[src/rtl/mips_pipe_pkg.sv]
// mips_pipe_pkg: shared types and constants for the pipeline control slice.
//   sb_entry_t   : one scoreboard slot {valid, rd, reg_write, is_load}
//   pipe_state_e : halt-drain FSM states (RUN, DRAIN, HALTED)
//   FWD_REGFILE  : forwarding select value meaning "read the register file"
//   REG_ZERO     : register number of the hard-wired zero register
// SB_RD_W is the stored register-number width; REG_W of the users must not exceed it.
package mips_pipe_pkg;

  localparam int unsigned SB_RD_W = 8;

  typedef struct packed {
    logic               valid;
    logic [SB_RD_W-1:0] rd;
    logic               reg_write;
    logic               is_load;
  } sb_entry_t;

  typedef enum logic [1:0] {
    RUN    = 2'd0,
    DRAIN  = 2'd1,
    HALTED = 2'd2
  } pipe_state_e;

  localparam int unsigned        FWD_REGFILE = 0;
  localparam logic [SB_RD_W-1:0] REG_ZERO    = '0;

endpackage

[src/rtl/mips_scoreboard.sv]
// mips_scoreboard: DEPTH-slot destination-register shift register (slot 1 = EX,
// slot DEPTH = WB) with per-slot source-match vectors.
// Ports:
//   clk, rst_b            : clock, synchronous active-low reset
//   advance               : shift the slots (pipe not frozen)
//   new_valid/new_rd/new_reg_write/new_is_load : entry loaded into slot 1
//   rs_num, rt_num        : ID source registers
//   uses_rs, uses_rt      : source really read by a valid ID instruction
//   match_rs, match_rt    : bit j set when slot j produces that source
//   slot1_load            : slot 1 holds a load
//   drain_done            : slots 1..DEPTH-1 empty (scoreboard empty after next shift)
module mips_scoreboard
  import mips_pipe_pkg::*;
#(
  parameter int unsigned DEPTH = 3,
  parameter int unsigned REG_W = 5
) (
  input  logic             clk,
  input  logic             rst_b,
  input  logic             advance,
  input  logic             new_valid,
  input  logic [REG_W-1:0] new_rd,
  input  logic             new_reg_write,
  input  logic             new_is_load,
  input  logic [REG_W-1:0] rs_num,
  input  logic [REG_W-1:0] rt_num,
  input  logic             uses_rs,
  input  logic             uses_rt,
  output logic [DEPTH:1]   match_rs,
  output logic [DEPTH:1]   match_rt,
  output logic             slot1_load,
  output logic             drain_done
);

  sb_entry_t          slots [1:DEPTH];
  sb_entry_t          new_entry;
  logic [SB_RD_W-1:0] rs_ext;
  logic [SB_RD_W-1:0] rt_ext;

  assign rs_ext = SB_RD_W'(rs_num);
  assign rt_ext = SB_RD_W'(rt_num);

  // Bubbles are stored as all-zero entries so stale fields never match.
  always_comb begin
    new_entry = '0;
    if (new_valid) begin
      new_entry.valid     = 1'b1;
      new_entry.rd        = SB_RD_W'(new_rd);
      new_entry.reg_write = new_reg_write;
      new_entry.is_load   = new_is_load;
    end
  end

  always_ff @(posedge clk) begin
    if (!rst_b) begin
      for (int unsigned k = 1; k <= DEPTH; k++) slots[k] <= '0;
    end else if (advance) begin
      slots[1] <= new_entry;
      for (int unsigned k = 2; k <= DEPTH; k++) slots[k] <= slots[k-1];
    end
  end

  always_comb begin
    match_rs = '0;
    match_rt = '0;
    for (int unsigned j = 1; j <= DEPTH; j++) begin
      if (slots[j].valid && slots[j].reg_write && (slots[j].rd != REG_ZERO)) begin
        match_rs[j] = uses_rs && (slots[j].rd == rs_ext);
        match_rt[j] = uses_rt && (slots[j].rd == rt_ext);
      end
    end
  end

  assign slot1_load = slots[1].is_load;

  // The WB slot retires on the next shift, so only slots 1..DEPTH-1 matter.
  always_comb begin
    drain_done = 1'b1;
    for (int unsigned j = 1; j < DEPTH; j++) begin
      if (slots[j].valid) drain_done = 1'b0;
    end
  end

endmodule

[src/rtl/mips_pipe_ctrl.sv]
// mips_pipe_ctrl: pipeline control unit. Generates PC / IF-ID enables, IF-ID
// flush and ID-EX bubble, registered forwarding selects, and runs the
// RUN -> DRAIN -> HALTED halt-drain FSM.
// Ports:
//   clk, rst_b                        : clock, synchronous active-low reset
//   cache_done                        : 0 freezes the whole pipe
//   id_valid, id_rs_num, id_rt_num, id_uses_rs, id_uses_rt,
//   id_rd_num, id_reg_write, id_is_load, id_is_halt : ID instruction
//   redirect                          : taken branch/jump resolved in EX
//   pc_en, if_id_en, if_id_flush, id_ex_bubble      : stage controls (combinational)
//   fwd_a_sel, fwd_b_sel              : 0 = regfile, k = result of slot k
//   halted                            : sticky halt
//   stall_cycles, flush_count, freeze_cycles        : perf counters
// Build option: MIPS_PIPE_PERF_EN builds saturating perf counters; otherwise
// the counter ports are constant 0.
module mips_pipe_ctrl
  import mips_pipe_pkg::*;
#(
  parameter int unsigned DEPTH = 3,
  parameter int unsigned REG_W = 5,
  parameter int unsigned CNT_W = 32
) (
  input  logic                     clk,
  input  logic                     rst_b,
  input  logic                     cache_done,
  input  logic                     id_valid,
  input  logic [REG_W-1:0]         id_rs_num,
  input  logic [REG_W-1:0]         id_rt_num,
  input  logic                     id_uses_rs,
  input  logic                     id_uses_rt,
  input  logic [REG_W-1:0]         id_rd_num,
  input  logic                     id_reg_write,
  input  logic                     id_is_load,
  input  logic                     id_is_halt,
  input  logic                     redirect,
  output logic                     pc_en,
  output logic                     if_id_en,
  output logic                     if_id_flush,
  output logic                     id_ex_bubble,
  output logic [$clog2(DEPTH)-1:0] fwd_a_sel,
  output logic [$clog2(DEPTH)-1:0] fwd_b_sel,
  output logic                     halted,
  output logic [CNT_W-1:0]         stall_cycles,
  output logic [CNT_W-1:0]         flush_count,
  output logic [CNT_W-1:0]         freeze_cycles
);

  localparam int unsigned SEL_W = $clog2(DEPTH);

  pipe_state_e      state;
  pipe_state_e      state_nxt;
  logic [DEPTH:1]   match_rs;
  logic [DEPTH:1]   match_rt;
  logic             slot1_load;
  logic             drain_done;
  logic             load_use;
  logic             take_id;
  logic [SEL_W-1:0] sel_a_nxt;
  logic [SEL_W-1:0] sel_b_nxt;

  mips_scoreboard #(
    .DEPTH (DEPTH),
    .REG_W (REG_W)
  ) u_scoreboard (
    .clk           (clk),
    .rst_b         (rst_b),
    .advance       (cache_done),
    .new_valid     (take_id && id_valid),
    .new_rd        (id_rd_num),
    .new_reg_write (id_reg_write),
    .new_is_load   (id_is_load),
    .rs_num        (id_rs_num),
    .rt_num        (id_rt_num),
    .uses_rs       (id_valid && id_uses_rs),
    .uses_rt       (id_valid && id_uses_rt),
    .match_rs      (match_rs),
    .match_rt      (match_rt),
    .slot1_load    (slot1_load),
    .drain_done    (drain_done)
  );

  assign load_use = (match_rs[1] || match_rt[1]) && slot1_load;

  // Scan oldest to youngest so the youngest producer wins; a WB-slot match
  // maps to the regfile because the write lands at the same edge.
  always_comb begin
    sel_a_nxt = SEL_W'(FWD_REGFILE);
    sel_b_nxt = SEL_W'(FWD_REGFILE);
    for (int unsigned j = DEPTH; j >= 1; j--) begin
      if (match_rs[j]) sel_a_nxt = (j == DEPTH) ? SEL_W'(FWD_REGFILE) : SEL_W'(j);
      if (match_rt[j]) sel_b_nxt = (j == DEPTH) ? SEL_W'(FWD_REGFILE) : SEL_W'(j);
    end
  end

  always_ff @(posedge clk) begin
    if (!rst_b) begin
      state <= RUN;
    end else begin
      state <= state_nxt;
    end
  end

  always_comb begin
    state_nxt = state;
    unique case (state)
      RUN:     if (take_id && id_valid && id_is_halt) state_nxt = DRAIN;
      DRAIN:   if (cache_done && drain_done) state_nxt = HALTED;
      HALTED:  state_nxt = HALTED;
      default: state_nxt = RUN;
    endcase
  end

  // Redirect outranks the load-use stall and a halt in ID (both wrong path).
  // In DRAIN, IF/ID keeps loading NOPs and ID/EX gets bubbles.
  always_comb begin
    pc_en        = 1'b0;
    if_id_en     = 1'b0;
    if_id_flush  = 1'b0;
    id_ex_bubble = 1'b0;
    take_id      = 1'b0;
    halted       = (state == HALTED);
    if (cache_done) begin
      unique case (state)
        RUN: begin
          if (redirect) begin
            pc_en        = 1'b1;
            if_id_en     = 1'b1;
            if_id_flush  = 1'b1;
            id_ex_bubble = 1'b1;
          end else if (load_use) begin
            id_ex_bubble = 1'b1;
          end else begin
            pc_en    = 1'b1;
            if_id_en = 1'b1;
            take_id  = 1'b1;
          end
        end
        DRAIN: begin
          if_id_en     = 1'b1;
          if_id_flush  = 1'b1;
          id_ex_bubble = 1'b1;
        end
        default: ;
      endcase
    end
  end

  always_ff @(posedge clk) begin
    if (!rst_b) begin
      fwd_a_sel <= SEL_W'(FWD_REGFILE);
      fwd_b_sel <= SEL_W'(FWD_REGFILE);
    end else if (cache_done) begin
      fwd_a_sel <= take_id ? sel_a_nxt : SEL_W'(FWD_REGFILE);
      fwd_b_sel <= take_id ? sel_b_nxt : SEL_W'(FWD_REGFILE);
    end
  end

`ifdef MIPS_PIPE_PERF_EN
  logic [CNT_W-1:0] stall_q;
  logic [CNT_W-1:0] flush_q;
  logic [CNT_W-1:0] freeze_q;
  logic             stall_evt;
  logic             flush_evt;
  logic             freeze_evt;

  // A bubble without a flush only happens on a load-use stall.
  assign stall_evt  = id_ex_bubble && !if_id_flush;
  assign flush_evt  = if_id_flush && (state == RUN);
  assign freeze_evt = !cache_done && (state != HALTED);

  always_ff @(posedge clk) begin
    if (!rst_b) begin
      stall_q  <= '0;
      flush_q  <= '0;
      freeze_q <= '0;
    end else begin
      if (stall_evt && (stall_q != '1))   stall_q  <= stall_q + CNT_W'(1);
      if (flush_evt && (flush_q != '1))   flush_q  <= flush_q + CNT_W'(1);
      if (freeze_evt && (freeze_q != '1)) freeze_q <= freeze_q + CNT_W'(1);
    end
  end

  assign stall_cycles  = stall_q;
  assign flush_count   = flush_q;
  assign freeze_cycles = freeze_q;
`else
  assign stall_cycles  = '0;
  assign flush_count   = '0;
  assign freeze_cycles = '0;
`endif

endmodule

[config.mk]
export PLATFORM = sky130hd
export DESIGN_NAME = mips_pipe_ctrl
export DESIGN_NICKNAME = d
export VERILOG_FILES = /design/src/rtl/mips_pipe_pkg.sv /design/src/rtl/mips_scoreboard.sv /design/src/rtl/mips_pipe_ctrl.sv
export SDC_FILE = /design/constraint.sdc
export NUM_CORES = 1
export LEC_CHECK = 0
export BUFFER_PORTS_ARGS = -buffer_cell sky130_fd_sc_hd__buf_2
export CORE_ASPECT_RATIO = 0.9
export CORE_MARGIN = 5
export CORE_UTILIZATION = 35
export DETAILED_ROUTE_END_ITERATION = 16
export PLACE_DENSITY = 0.74
export SYNTH_ARGS = -nofsm -noshare
export SYNTH_HDL_FRONTEND = slang
export SYNTH_SLANG_ARGS = --single-unit
[constraint.sdc]
create_clock -name clk -period 4.46 [get_ports clk]
set_input_delay 0.892 -clock clk [delete_from_list [all_inputs] [get_ports clk]]
set_output_delay 0.892 -clock clk [all_outputs]
set_load 0.02 [all_outputs]
# == Word level (Yosys, flattened, before mapping) ==
# Memories as Yosys holds them, arrays and structs flattened.
# Index checks and enable logic that the tools add are counted.
# word_totals
regBits,6
mem_bits_rw,33
input_bits,25
output_inout_bits,105
word_cells,73
mem_count,1
# op_classes
eq_ne,8
muxes,39
bitwise_logic,3
n_reduce_logical,19
# memory_table
name,depth,word_bits,rd,rd_clocked_by_memory_dff,write_ports,line_no,source
u_scoreboard.slots,3,11,2,0,3,mips_scoreboard.sv:35,sb_entry_t slots [1:DEPTH];
# ops
op,count
2-to-1 mux 11 bit,4
== test 8 x 5 -> 1 bit,4
2-to-1 mux 1 bit,23
2-to-1 mux 2 bit,8
nonzero test 8 bit,2
logical AND 1 bit,14
case mux 1 bit (2 select lines),3
case mux 2 bit (3 select lines),1
"!= test 2 bit, second input constant",2
bitwise OR 1 bit,3
"== test 2 x 1 -> 1 bit, second input constant",1
"== test 2 bit, second input constant",1
logical NOT 2 bit,1
AND reduction 2 bit,1
logical OR 1 bit,1

# == Longest topological paths before layout ==
# An unclocked memory read counts as a cell.
# logic_depth
ltp_word,14
mapped_depth,7
mapped_depth_nobuf,7

# == Hierarchy ==
# A second synthesis with hierarchy kept.
# hier_totals
cells_unflattened,247
area_unflattened_um2,2349.8
# modules_own_cells
module,n_inst,cells_each,area_each_um2,seq_area_each_um2
mips_scoreboard,1,103,1231.2,660.6
mips_pipe_ctrl,1,144,1118.6,120.1

# == Worst setup path before layout ==
# Ideal clock, no wire load.
# synth_path
kind,in2out
from,input id_rt_num[3]
to,output id_ex_bubble
t_arrival_ps,2199
required_time_ps,3568
path_slack_ps,1369
cell_stages,5
path_buffers,0
cell_sequence,xnor2_1 -> nand4_1 -> or3_1 -> a21o_1 -> o21ai_0
# synth_via
elab_chain_cells,9
# synth_rtl
element,line_no,source
"start, declared",mips_pipe_ctrl.sv:28,"input logic [REG_W-1:0] id_rt_num,"
== test 8 x 5 -> 1 bit,mips_scoreboard.sv:69,match_rt[j] = uses_rt && (slots[j].rd == rt_ext);
logical AND 1 bit,mips_scoreboard.sv:69,
2-to-1 mux 1 bit,mips_scoreboard.sv:67,if (slots[j].valid && slots[j].reg_write && (slots[j].rd != REG_ZERO)) begin
logical OR 1 bit,mips_pipe_ctrl.sv:82,assign load_use = (match_rs[1] || match_rt[1]) && slot1_load;
logical AND 1 bit,mips_pipe_ctrl.sv:82,
2-to-1 mux 1 bit,mips_pipe_ctrl.sv:130,end else if (load_use) begin
2-to-1 mux 1 bit,mips_pipe_ctrl.sv:125,if (redirect) begin
case mux 1 bit (2 select lines),mips_pipe_ctrl.sv:123,unique case (state)
2-to-1 mux 1 bit,mips_pipe_ctrl.sv:122,if (cache_done) begin
"end, declared",mips_pipe_ctrl.sv:39,"output logic id_ex_bubble,"
# Every way passes these cells.

# == Worst setup path in the final report ==
# layout_path
from,input id_rt_num[3]
to,output if_id_en
# layout_via
elab_chain_cells,9
# layout_rtl
element,line_no,source
== test 8 x 5 -> 1 bit,mips_scoreboard.sv:69,
logical AND 1 bit,mips_scoreboard.sv:69,
2-to-1 mux 1 bit,mips_scoreboard.sv:67,
logical OR 1 bit,mips_pipe_ctrl.sv:82,
logical AND 1 bit,mips_pipe_ctrl.sv:82,
2-to-1 mux 1 bit,mips_pipe_ctrl.sv:130,
2-to-1 mux 1 bit,mips_pipe_ctrl.sv:125,
case mux 1 bit (2 select lines),mips_pipe_ctrl.sv:123,
2-to-1 mux 1 bit,mips_pipe_ctrl.sv:122,
"end, declared",mips_pipe_ctrl.sv:37,"output logic if_id_en,"
# Every way passes these cells.

==> results.ini <==
[worst_setup_path]
crit_path_end_kind = output port
cpMostUsedCell = buf_2
worstPathArrival_ns = 2.31
crit_path_start_kind = primary input
cp_slowest_cell = or3_1
crit_buf_inv = 2
critPathTopFamily = simple AND/OR/NAND/NOR gates
path_cells = buf_2 -> xnor2_1 -> nand4_1 -> or3_1 -> a21oi_1 -> o21ai_0 -> buf_2
cp.required_ns = 3.57
worstSetupPathType = in -> out
cpPeakStageDelay_ns = 0.43
cp_max_fo = 3

[detailed_routing]
drtIter0Drc = 64
via_count = 1209
drt-wirelength-per-cell_um = 11.1
drt_wl_total_mm = 3.51
dr.pass1.iters = 5
ant_nets = 0
drc = 0
vias_per_cell = 3.84

[min_path]
hold_class = reg -> reg

[power]
power.total_mw = 0.480
clkPwrFrac_pct = 25.9
vdd_drop_max_mv = 0.0927
pwr-share-comb_pct = 27.3
power_leakage_nw = 0.935
intPower_mw = 0.306
power_switching_mw = 0.173
netSwitchingFraction_pct = 36.1
power_density_nw_per_um2 = 259
seq_power_share_pct = 46.9

[status]
status = finished, final reports clean

[floorplan]
die_w_um = 88.2
dieArea_sq_um = 7090
die_height_um = 80.4
initial_utilization_pct = 36.4
rows = 25
pin_count = 130
core_sq_um = 5290

[place]
finalWeightedCongestion = 0.750
numPortBuffers = 33
dp_cells = 311
dp.final_hpwl_mm = 3.07
pre_cts_ws_ns = 1.28

[timing]
tightest_slew_ns = 0.532
clock.fmax_mhz = 313
drv_slew = 0
slew_headroom_pct = 64.5
rsz0062_at_grt = no
setup_viol = 0
finClkSkew_ns = 0.00422
fin_ws_ns = 1.26
hold_violations = 0
min_period_over_period_pct = 71.7
tns_ns = 0
fin_crit_ns = 3.20

[synthesis]
synth_edf_count = 15
syn_area_per_cell_sq_um = 9.00
synth_compound_area_share_pct = 5.58
yosysTopAreaCell = buf_4
synth.top_cell.area_share_pct = 37.4
syn_area_sq_um = 1930
ys_ff_latch = 21
synth-xor-area-share_pct = 9.09
synth.distinct_cells = 33
synth_top_family_by_area = buffers and inverters
synthCells = 214
async_reset_ff_share_pct = 0
synthAdderAreaFrac_pct = 1.95
synth_mux_area_share_pct = 0.519
ys_warn_count = 0
synth-simple-area-share_pct = 14.3
yosys.cell_count.top_type = buf_4
synthTopCellsByArea = buf_4 37%, edfxtp_1 23%, xnor2_1 6.4%, dfxtp_1 6.2%, xor2_1 2.7%
synth_common_cells = 96 x buf_4, 15 x edfxtp_1, 14 x xnor2_1, 9 x nand2_1
synth_ff_type = edfxtp_1
yosysSeqAreaShare_pct = 29.6

[run]
drv_cap = 0

[clocking]
clk_pin_slew_worst_paths_ns = 0.08
cts_tree = built
hold_buffers = 0
numClockSinks = 21
post_cts_resized = 0
insertion_delay_ns = 0.26
htree_levels = 1
root_buffer = clkbuf_8
post_cts_buffers = 0
clock_path_buffers = 2
numCtsBuffers = 3

[final_layout]
drive_gt1_share_pct = 16.1
area_growth_pct = -3.96
fin_cells = 315
fin_nets = 277
antenna_cells = 0

[grt]
first_global_vias = 1064
antenna_found_initial = 0
grt_max_degree = 16
globalRouteOverflowTotal = 0
gr-usage-all-layers_pct = 8.67
grt_pass1_wl_mm = 4.79

-- path summary, 6_finish.rpt --
kind / start / end / slack [ns] / cells after the start
worst max-delay path: id_rt_num[3] / if_id_en / 1.26 / 7
worst min-delay path: fwd_b_sel[1] / fwd_b_sel[1] / 0.46 / 2
worst max register to register: u_scoreboard.slots[1][5] / u_scoreboard.slots[1][6] / 2.32 / 6
worst min register to register: fwd_b_sel[1] / fwd_b_sel[1] / 0.46 / 2
-- kinds of logic after synthesis --
family | after synthesis
buf+inv | 103
other cells | 1
compound gates | 16
xor+xnor | 20
flops | 21
mux | 1
fa+ha+maj | 3
simple gates | 49
-- cells in the final DEF (no fill, tap or decap), types with 2 or more instances in the layout --
| cell type | n |
|---|---|
| xor2_1 | 6 |
| nand4_1 | 4 |
| inv_1 | 5 |
| o21ai_1 | 2 |
| clkbuf_8 | 3 |
| and2_1 | 7 |
| nor2_1 | 7 |
| o21ai_0 | 2 |
| a21oi_1 | 4 |
| nand2_1 | 9 |
| nor2b_1 | 5 |
| or4_1 | 3 |
| a21o_1 | 2 |
| conb_1 | 96 |
| buf_2 | 33 |
| xnor2_1 | 14 |
| and3_1 | 7 |
| o2111ai_1 | 2 |
| dfxtp_1 | 6 |
| edfxtp_1 | 15 |
| ha_1 | 3 |
-- tightest hold or removal path: stages (launching register included) --
cell     delay, ns
dfxtp_1       0.32
nand2_1       0.05
o21ai_1       0.05
-- metrics by stage --
step           hold slack [ns]  util, %  area, sq um
6_report                 0.464     35.0         1850
5_1_grt                  0.496     35.0         1850
4_1_cts                  0.467     35.0         1850
3_5_place_dp             0.457     34.1         1800
3_3_place_gp             0.434     34.1         1800
2_1_floorplan            0.455        -         2280
-- power by group through the flow --
| stage | registers (mW) | clock network (mW) | logic [mW] |
|---|---|---|---|
| 2_1_floorplan | 0.227 | 0 | 0.170 |
| 3_3_place_gp | 0.229 | 0 | 0.127 |
| 3_5_place_dp | 0.229 | 0 | 0.128 |
| 4_1_cts | 0.225 | 0.127 | 0.128 |
| 5_1_grt | 0.226 | 0.135 | 0.142 |
| 6_report | 0.225 | 0.124 | 0.131 |
-- flip-flops by register name, summed over array words and instances (netlist names) --
name                cells
state                   2
fwd_b_sel               2
fwd_a_sel               2
u_scoreboard.slots     15
-- cell type report --
| class | instances | area (sq um) |
|---|---|---|
| Sequential cell | 21 | 571 |
| Clock buffer | 3 | 41.3 |
| Fill cell | 539 | 3440 |
| Timing Repair Buffer | 33 | 165 |
| Inverter | 5 | 18.8 |
| Multi-Input combinational cell | 185 | 966 |
| Tap cell | 67 | 83.8 |
| Clock inverter | 1 | 5.00 |
-- per-layer routing --
layer,wire [um],GRT usage [%]
met1,1170,9.51
met2,1930,16.1
met3,394,2.26
met4,13,2.57
met5,0,0
Note: power is estimated with default switching activity, not from simulation.
